===== src/rtl/bin2bcd_seq.sv =====
`default_nettype none
// ============================================================================
//  Module   : bin2bcd_seq
//  Purpose  : Sequential binary-to-BCD converter using shift-and-add-3
//             (double dabble), one input bit per clock, MSB first. Latency
//             is fixed at WIDTH+1 edges from acceptance to out_valid.
//  Ports    : clk, rst        - clock, synchronous active-high reset
//             in_valid/ready  - input handshake (ready only while idle)
//             in_data         - unsigned binary value, WIDTH bits
//             out_valid/ready - result handshake (valid only while done)
//             out_bcd         - packed BCD, digit 0 (units) in [3:0]
//             out_ovf         - value did not fit in DIGITS digits
//             out_ndig        - number of significant digits, 1..DIGITS
//  Revision : 1.0  initial release
// ============================================================================
module bin2bcd_seq #(
    parameter int WIDTH  = 16,
    parameter int DIGITS = 5
) (
    input  logic                  clk,
    input  logic                  rst,
    input  logic                  in_valid,
    output logic                  in_ready,
    input  logic [WIDTH-1:0]      in_data,
    output logic                  out_valid,
    input  logic                  out_ready,
    output logic [4*DIGITS-1:0]   out_bcd,
    output logic                  out_ovf,
    output logic [3:0]            out_ndig
);

    localparam int CNT_W = $clog2(WIDTH + 1);
    localparam int BCD_W = 4 * DIGITS;

    typedef enum logic [1:0] {
        IDLE  = 2'd0,
        SHIFT = 2'd1,
        DONE  = 2'd2
    } state_t;

    state_t             r_state;
    logic [WIDTH-1:0]   r_bin;
    logic [CNT_W-1:0]   r_cnt;
    logic [BCD_W-1:0]   r_bcd;
    logic               r_ovf;
    logic [3:0]         r_ndig;

    logic [BCD_W-1:0]   w_adj;
    logic [BCD_W-1:0]   w_shifted;
    logic               w_carry;
    logic [3:0]         w_ndig;

    // Add 3 to every digit that is 5 or more so the following doubling
    // carries correctly into the next decimal digit.
    for (genvar g = 0; g < DIGITS; g++) begin : g_digit
        assign w_adj[4*g +: 4] = (r_bcd[4*g +: 4] >= 4'd5) ?
                                 (r_bcd[4*g +: 4] + 4'd3) : r_bcd[4*g +: 4];
    end

    // The bit leaving the top digit is a multiple of 10^DIGITS; dropping it
    // leaves the value modulo 10^DIGITS and flags overflow.
    assign w_carry   = w_adj[BCD_W-1];
    assign w_shifted = {w_adj[BCD_W-2:0], r_bin[WIDTH-1]};

    // Significant digit count of the finished conversion.
    always_comb begin
        w_ndig = 4'd1;
        for (int i = 1; i < DIGITS; i++) begin
            if (r_bcd[4*i +: 4] != 4'd0) begin
                w_ndig = 4'(i + 1);
            end
        end
        if (r_ovf) begin
            w_ndig = 4'(DIGITS);
        end
    end

    // SHIFT performs WIDTH shift cycles, then one more cycle to register the
    // digit count, giving out_valid exactly WIDTH+1 edges after acceptance.
    always_ff @(posedge clk) begin
        if (rst) begin
            r_state <= IDLE;
            r_bin   <= '0;
            r_cnt   <= '0;
            r_bcd   <= '0;
            r_ovf   <= 1'b0;
            r_ndig  <= 4'd1;
        end else begin
            case (r_state)
                IDLE: begin
                    if (in_valid) begin
                        r_bin   <= in_data;
                        r_cnt   <= '0;
                        r_bcd   <= '0;
                        r_ovf   <= 1'b0;
                        r_state <= SHIFT;
                    end
                end
                SHIFT: begin
                    if (r_cnt == CNT_W'(WIDTH)) begin
                        r_ndig  <= w_ndig;
                        r_state <= DONE;
                    end else begin
                        r_bcd <= w_shifted;
                        r_bin <= {r_bin[WIDTH-2:0], 1'b0};
                        r_ovf <= r_ovf | w_carry;
                        r_cnt <= r_cnt + CNT_W'(1);
                    end
                end
                DONE: begin
                    if (out_ready) begin
                        r_state <= IDLE;
                    end
                end
                default: r_state <= IDLE;
            endcase
        end
    end

    assign in_ready  = (r_state == IDLE);
    assign out_valid = (r_state == DONE);
    assign out_bcd   = r_bcd;
    assign out_ovf   = r_ovf;
    assign out_ndig  = r_ndig;

endmodule
`default_nettype wire


===== config.mk =====
export PLATFORM = sky130hd
export DESIGN_NAME = bin2bcd_seq
export DESIGN_NICKNAME = d
export VERILOG_FILES = /design/src/rtl/bin2bcd_seq.sv
export SDC_FILE = /design/constraint.sdc
export NUM_CORES = 1
export LEC_CHECK = 0
export ABC_AREA = 1
export CAP_MARGIN = 20
export CORE_ASPECT_RATIO = 0.7
export CORE_MARGIN = 8
export CORE_UTILIZATION = 30
export DETAILED_ROUTE_END_ITERATION = 16
export PLACE_DENSITY = 0.57
export SLEW_MARGIN = 25
export SYNTH_ARGS = -nofsm -noshare
export SYNTH_HDL_FRONTEND = slang
export SYNTH_SLANG_ARGS = --single-unit

===== constraint.sdc =====
create_clock -name clk -period 1.4 [get_ports clk]
set_input_delay 0.28 -clock clk [delete_from_list [all_inputs] [get_ports clk]]
set_output_delay 0.28 -clock clk [all_outputs]
set_load 0.005 [all_outputs]

# Yosys cells after proc, flatten, opt, wreduce, memory -nomap -nowiden
# Cells that the tools add are included.
# totals
register_bits,48
in_bits,20
output_inout_bits,27
wordCells,60
# classes
add_sub_neg,6
n_lt_le_gt_ge,5
eq_ne,7
n_mux,26
bitwise_logic,1
n_reduce_logical,9
# ops
cell,count
2-to-1 mux 20 bit,2
one-hot mux 20 bit (2 select lines),1
2-to-1 mux 4 bit,9
2-to-1 mux 16 bit,2
one-hot mux 16 bit (2 select lines),1
"adder 4 x 2 -> 4 bit, second input constant",5
">= comparator 4 x 3 -> 1 bit, second input constant",5
nonzero test 4 bit,4
2-to-1 mux 5 bit,2
one-hot mux 5 bit (2 select lines),1
2-to-1 mux 2 bit,4
"inequality test 2 bit, second input constant",3
one-hot mux 2 bit (3 select lines),1
AND reduction 3 bit,2
"adder 5 x 1 -> 5 bit, second input constant",1
"== test 5 bit, second input constant",1
"== test 2 x 1 -> 1 bit, second input constant",1
"== test 2 bit, second input constant",1
zero test 2 bit,1
2-to-1 mux 1 bit,2
"inequality test 2 x 1 -> 1 bit, second input constant",1
one-hot mux 1 bit (2 select lines),1
AND reduction 2 bit,1
nonzero test 2 bit,1
OR 1 bit,1

# Longest topological paths before layout
# depth
depth_word,6
depth_mapped,12
mapped_depth_nobuf,11

# Worst setup path after synthesis
# No wires, ideal clock.
# synth_timing
path_kind,flip-flop to flip-flop
from,register r_cnt[0]
to,register r_bcd[4] (netlist: out_bcd[4])
setup_ns,0.117
arrival_ns,1.338
required_time_ns,1.283
setup_slack_ns,-0.056
path_stages_with_launch,13
path_buffers,2
synth_period_minus_slack_ns,1.456
cell_sequence,dfxtp_1 > inv_1 > ha_1 > nand2_1 > inv_1 > nand2_1 > nand2_4 > nand2_2 > inv_2 > buf_6 > buf_6 > nor2_1 > nor2_1
# synth_via
elab_chain_cells,3
# synth_rtl
element,line,rtl
"start, declared",43,logic [CNT_W-1:0] r_cnt;
"start signal, assigned",107,r_cnt <= r_cnt + CNT_W'(1);
== test 5 bit,100,if (r_cnt == CNT_W'(WIDTH)) begin
inequality test 2 bit (no source line),--,
AND reduction 3 bit (no source line),--,
"end signal, assigned",104,r_bcd <= w_shifted;
"end, declared",44,logic [BCD_W-1:0] r_bcd;
# No other way between the ends.
# A chain may end at the register's enable or synchronous reset.

# Worst setup path in the final report
# layout_timing
from,register r_cnt[1]
to,register r_cnt[4]
# layout_via
elab_chain_cells,3
elab_cells_between_ends,6
classes_between,1 x add/sub; 2 x eq/ne; 2 x mux; 1 x reduce/logical
# layout_rtl
element,line
adder 5 x 1 -> 5 bit / == test 5 bit (equally long branches),"107, 100"
2-to-1 mux 5 bit / inequality test 2 bit (equally long branches),--
one-hot mux 5 bit (2 select lines) / AND reduction 3 bit (equally long branches),--
# Several ways; a longest one is shown, not always the timed one. The select of a mux whose other input is x is not followed.

==> metrics.txt <==
overall die width=128 um; number of max-cap violations=0; Setup crit start kind=flop; remaining global-route overflow=0; nets=519; Setup Viol. Count Final=1; pin count of the biggest net entering global routing=25; post-synthesis register bit count=47; sum of negative setup slack=-0.0180 ns; nets in the synthesized netlist=439; Highest Clock Rate=705 MHz; leading register cell type out of synthesis=dfxtp_1; Clock Sinks=47; vias in the first global route=2,647; slowest stage cell, crit path=dfxtp_2; Critical Path RT=1.58 ns; Post-Layout Inst Area=3920 um2; power per standard cell area=893 nW/um2; number of placement rows=28; total wirelength of the detailed-routed design=7360 um; unrepaired setup endpoints after global routing=yes; number of buffers and inverters on the critical path=4; standby leakage power=1.85 nW; most frequent cell after synthesis=nand2_1; CTS Hold Bufs=0; gate count of the mapped netlist=406; number of antenna violations at the first check in global routing=0; count of nets left with antenna violations after detail routing=0; top fanout value on the critical path=6; R2R Setup Slk=-0.02 ns; post-place instance area=3440 um2; Max H-tree Level=2; top cells by instance count after synthesis=130 x nand2_1, 59 x nor2_1, 47 x dfxtp_1; area share of the leading cell type in the synthesized netlist=35.7%; pins over their slew limit=0; die outline height=94.5 um; cell count along the critical path=13; worst hold margin=0.466 ns; proportion of power drawn by combinational gates=23.5%; final weighted congestion of routability-driven global placement=0.809; per-cell via count in the routed design=4.55; biggest area consumer among synthesized cells=dfxtp_1; distinct cell type count of the synthesized netlist=22; global-route wire length before repair=12,100 um; Sw Share=28.2%; nature of the critical path endpoint=flop; # DRC=0; starting density of the core=31.0%; area growth from synthesis to layout=48.5%; hold violation count in the final report=0; share of async-settable or async-resettable flops after synthesis=0%; family of cells with the greatest summed delay on the critical path=simple AND/OR/NAND/NOR gates; worst min path class=flop to flop; IO Pins=47; number of buffers created by CTS=5; Net Sw Power=0.987 mW; crit path DAT=1.60 ns; Root Buffer Master=clkbuf_16; relative contribution of the clock network to total power=34.3%; Reg2Reg Launch Point=r_cnt[1]$_SDFFE_PP0P_; Detailed Route Iter0 Violations=140; Clock Latency Late Sink=0.29 ns; Worst IR Drop VDD=429 uV; count of flip-flops with a built-in enable after synthesis=0; clock skew after layout=0.00548 ns; area inside the core boundary=8510 um2; post-route fraction of the period consumed by the critical path=101%; post-layout min period=1.42 ns; Worst Reg2Reg Path Length in Cells=13; part of the Yosys area used for sequential elements=35.7%; Cell Chain, Critical Path=inv_2 > ha_4 > nand2_2 > inv_2 > nand2_4 > nand2_4 > nand2_8 > buf_12 > buf_12 > nand2_2 > nand2_1 > nand2_1 > nor2_1; total standard cell area after synthesis=2640 um2; first drt pass iteration count=4; top area cells in the synthesized netlist=dfxtp_1 36%, nand2_1 19%, nor2_1 8.4%, ha_1 6.2%, nand3_1 5.5%; fraction of the core area covered by cells at the end of the flow=46.0%; IO Port Bufs=45; result of the run=finished, violations left; die area=12,100 um2; Max clock buf depth=2; capture point of the critical path=r_cnt[4]$_SDFFE_PP0P_; r2r endpoint=r_cnt[4]$_SDFFE_PP0P_; clock slew seen by the registers of the worst setup and hold paths=0.06 ns; detail-routed net length per standard cell=12.1 um; share of cells above drive strength 1=26.1%; violations in the final reports=negative setup slack; CTS tree=done; total number of yosys warnings=0; cell-internal power=2.51 mW; total number of vias=2,760; final worst setup slack=-0.0180 ns; Seq pwr share=42.2%; largest stage delay on the critical path=0.33 ns; diodes inserted=0; worst setup path start=r_cnt[1]$_SDFFE_PP0P_; mean cell area of the mapped netlist=6.50 um2; HPWL after DPL=5150 um; gr usage total=12.4%; kind of critical path=flop to flop
[power groups by stage]
stage	combinational (mW)	clock [mW]	sequential, mW
3_5_place_dp	0.675	0	1.50
4_1_cts	0.778	1.24	1.48
6_report	0.821	1.20	1.48
3_3_place_gp	0.667	0	1.49
5_1_grt	0.910	1.29	1.49
2_1_floorplan	0.399	0	1.49
[timing repair]
action,in CTS,in global routing
buffers inserted,5,2
setup endpoints to repair,65,48
gates resized for setup,93,33
cloned,2,1
pin swaps,9,10
[worst register-to-register path, delay by kind of cell, from the launching register on]
| kind | cells | cell delay (ns) |
|---|---|---|
| adder cells (fa/ha/maj) | 1 | 0.12 |
| buffers and inverters | 4 | 0.41 |
| flip-flops | 1 | 0.33 |
| AND/OR/NAND/NOR | 8 | 0.47 |
[area by class of cell]
class | count | area, um2
tap | 120 | 150
multi-input combinational | 302 | 1600
inverter | 40 | 158
clock inverter | 1 | 5.00
clock buffer | 6 | 139
timing repair buffer | 90 | 887
sequential | 47 | 975
fill | 870 | 4600
[stage by stage]
step | power (mW) | setup slack [ns] | cells
floorplan | 1.89 | 0.0150 | 406
global placement | 2.16 | -0.0715 | 589
detailed placement | 2.17 | -0.108 | 589
CTS | 3.50 | -0.0414 | 603
global route | 3.69 | -0.0957 | 606
finish | 3.50 | -0.0180 | 606
[placed cells by master (no fill, tap or decap), drive strengths merged, types with 7 or more instances in the layout]
cell type	instances
inv	40
o21ai	26
nand3	31
nor2	59
buf	44
nand2	134
clkdlybuf4s50	19
dlygate4sd2	24
clkbuf	7
a21oi	29
dfxtp	47
ha	13
nand4	7
[cells by family after synthesis]
logic type      count (synthesis)  share of synthesized area (%)
other cells                     1                          0.142
buf+inv                        57                           10.2
flops                          47                           35.7
compound gates                 57                           11.7
fa+ha+maj                      13                           6.17
simple gates                  231                           36.1
[worst min-delay path by stage]
stage / cells after the start / from / slack, ns / to
2_1_floorplan: 2 / in_data[0] / 0.43 / r_bin[0]$_SDFFE_PP0P_
6_report: 2 / r_bin[0]$_SDFFE_PP0P_ / 0.47 / r_bin[0]$_SDFFE_PP0P_
5_1_grt: 2 / r_bin[0]$_SDFFE_PP0P_ / 0.49 / r_bin[0]$_SDFFE_PP0P_
4_1_cts: 2 / r_bin[0]$_SDFFE_PP0P_ / 0.47 / r_bin[0]$_SDFFE_PP0P_
3_5_place_dp: 2 / r_bin[0]$_SDFFE_PP0P_ / 0.45 / r_bin[0]$_SDFFE_PP0P_
3_3_place_gp: 2 / r_bin[0]$_SDFFE_PP0P_ / 0.45 / r_bin[0]$_SDFFE_PP0P_
[per-layer routing]
layer / up-vias / part of all wire [%] / GRT usage [%]
met5: - / 0 / 0
met3: 5 / 7.0 / 4.05
met4: 0 / 0.65 / 3.05
met2: 70 / 45 / 20.9
met1: 1240 / 48 / 15.1
li1: 1445 / - / -
[registers in the layout, indices dropped and copies added, names as in the netlist]
signal and flops:
out_bcd 20, out_ndig 3, out_ovf 1, r_bin 16, r_cnt 5, r_state 2
Power figures use the tool's default switching activity.
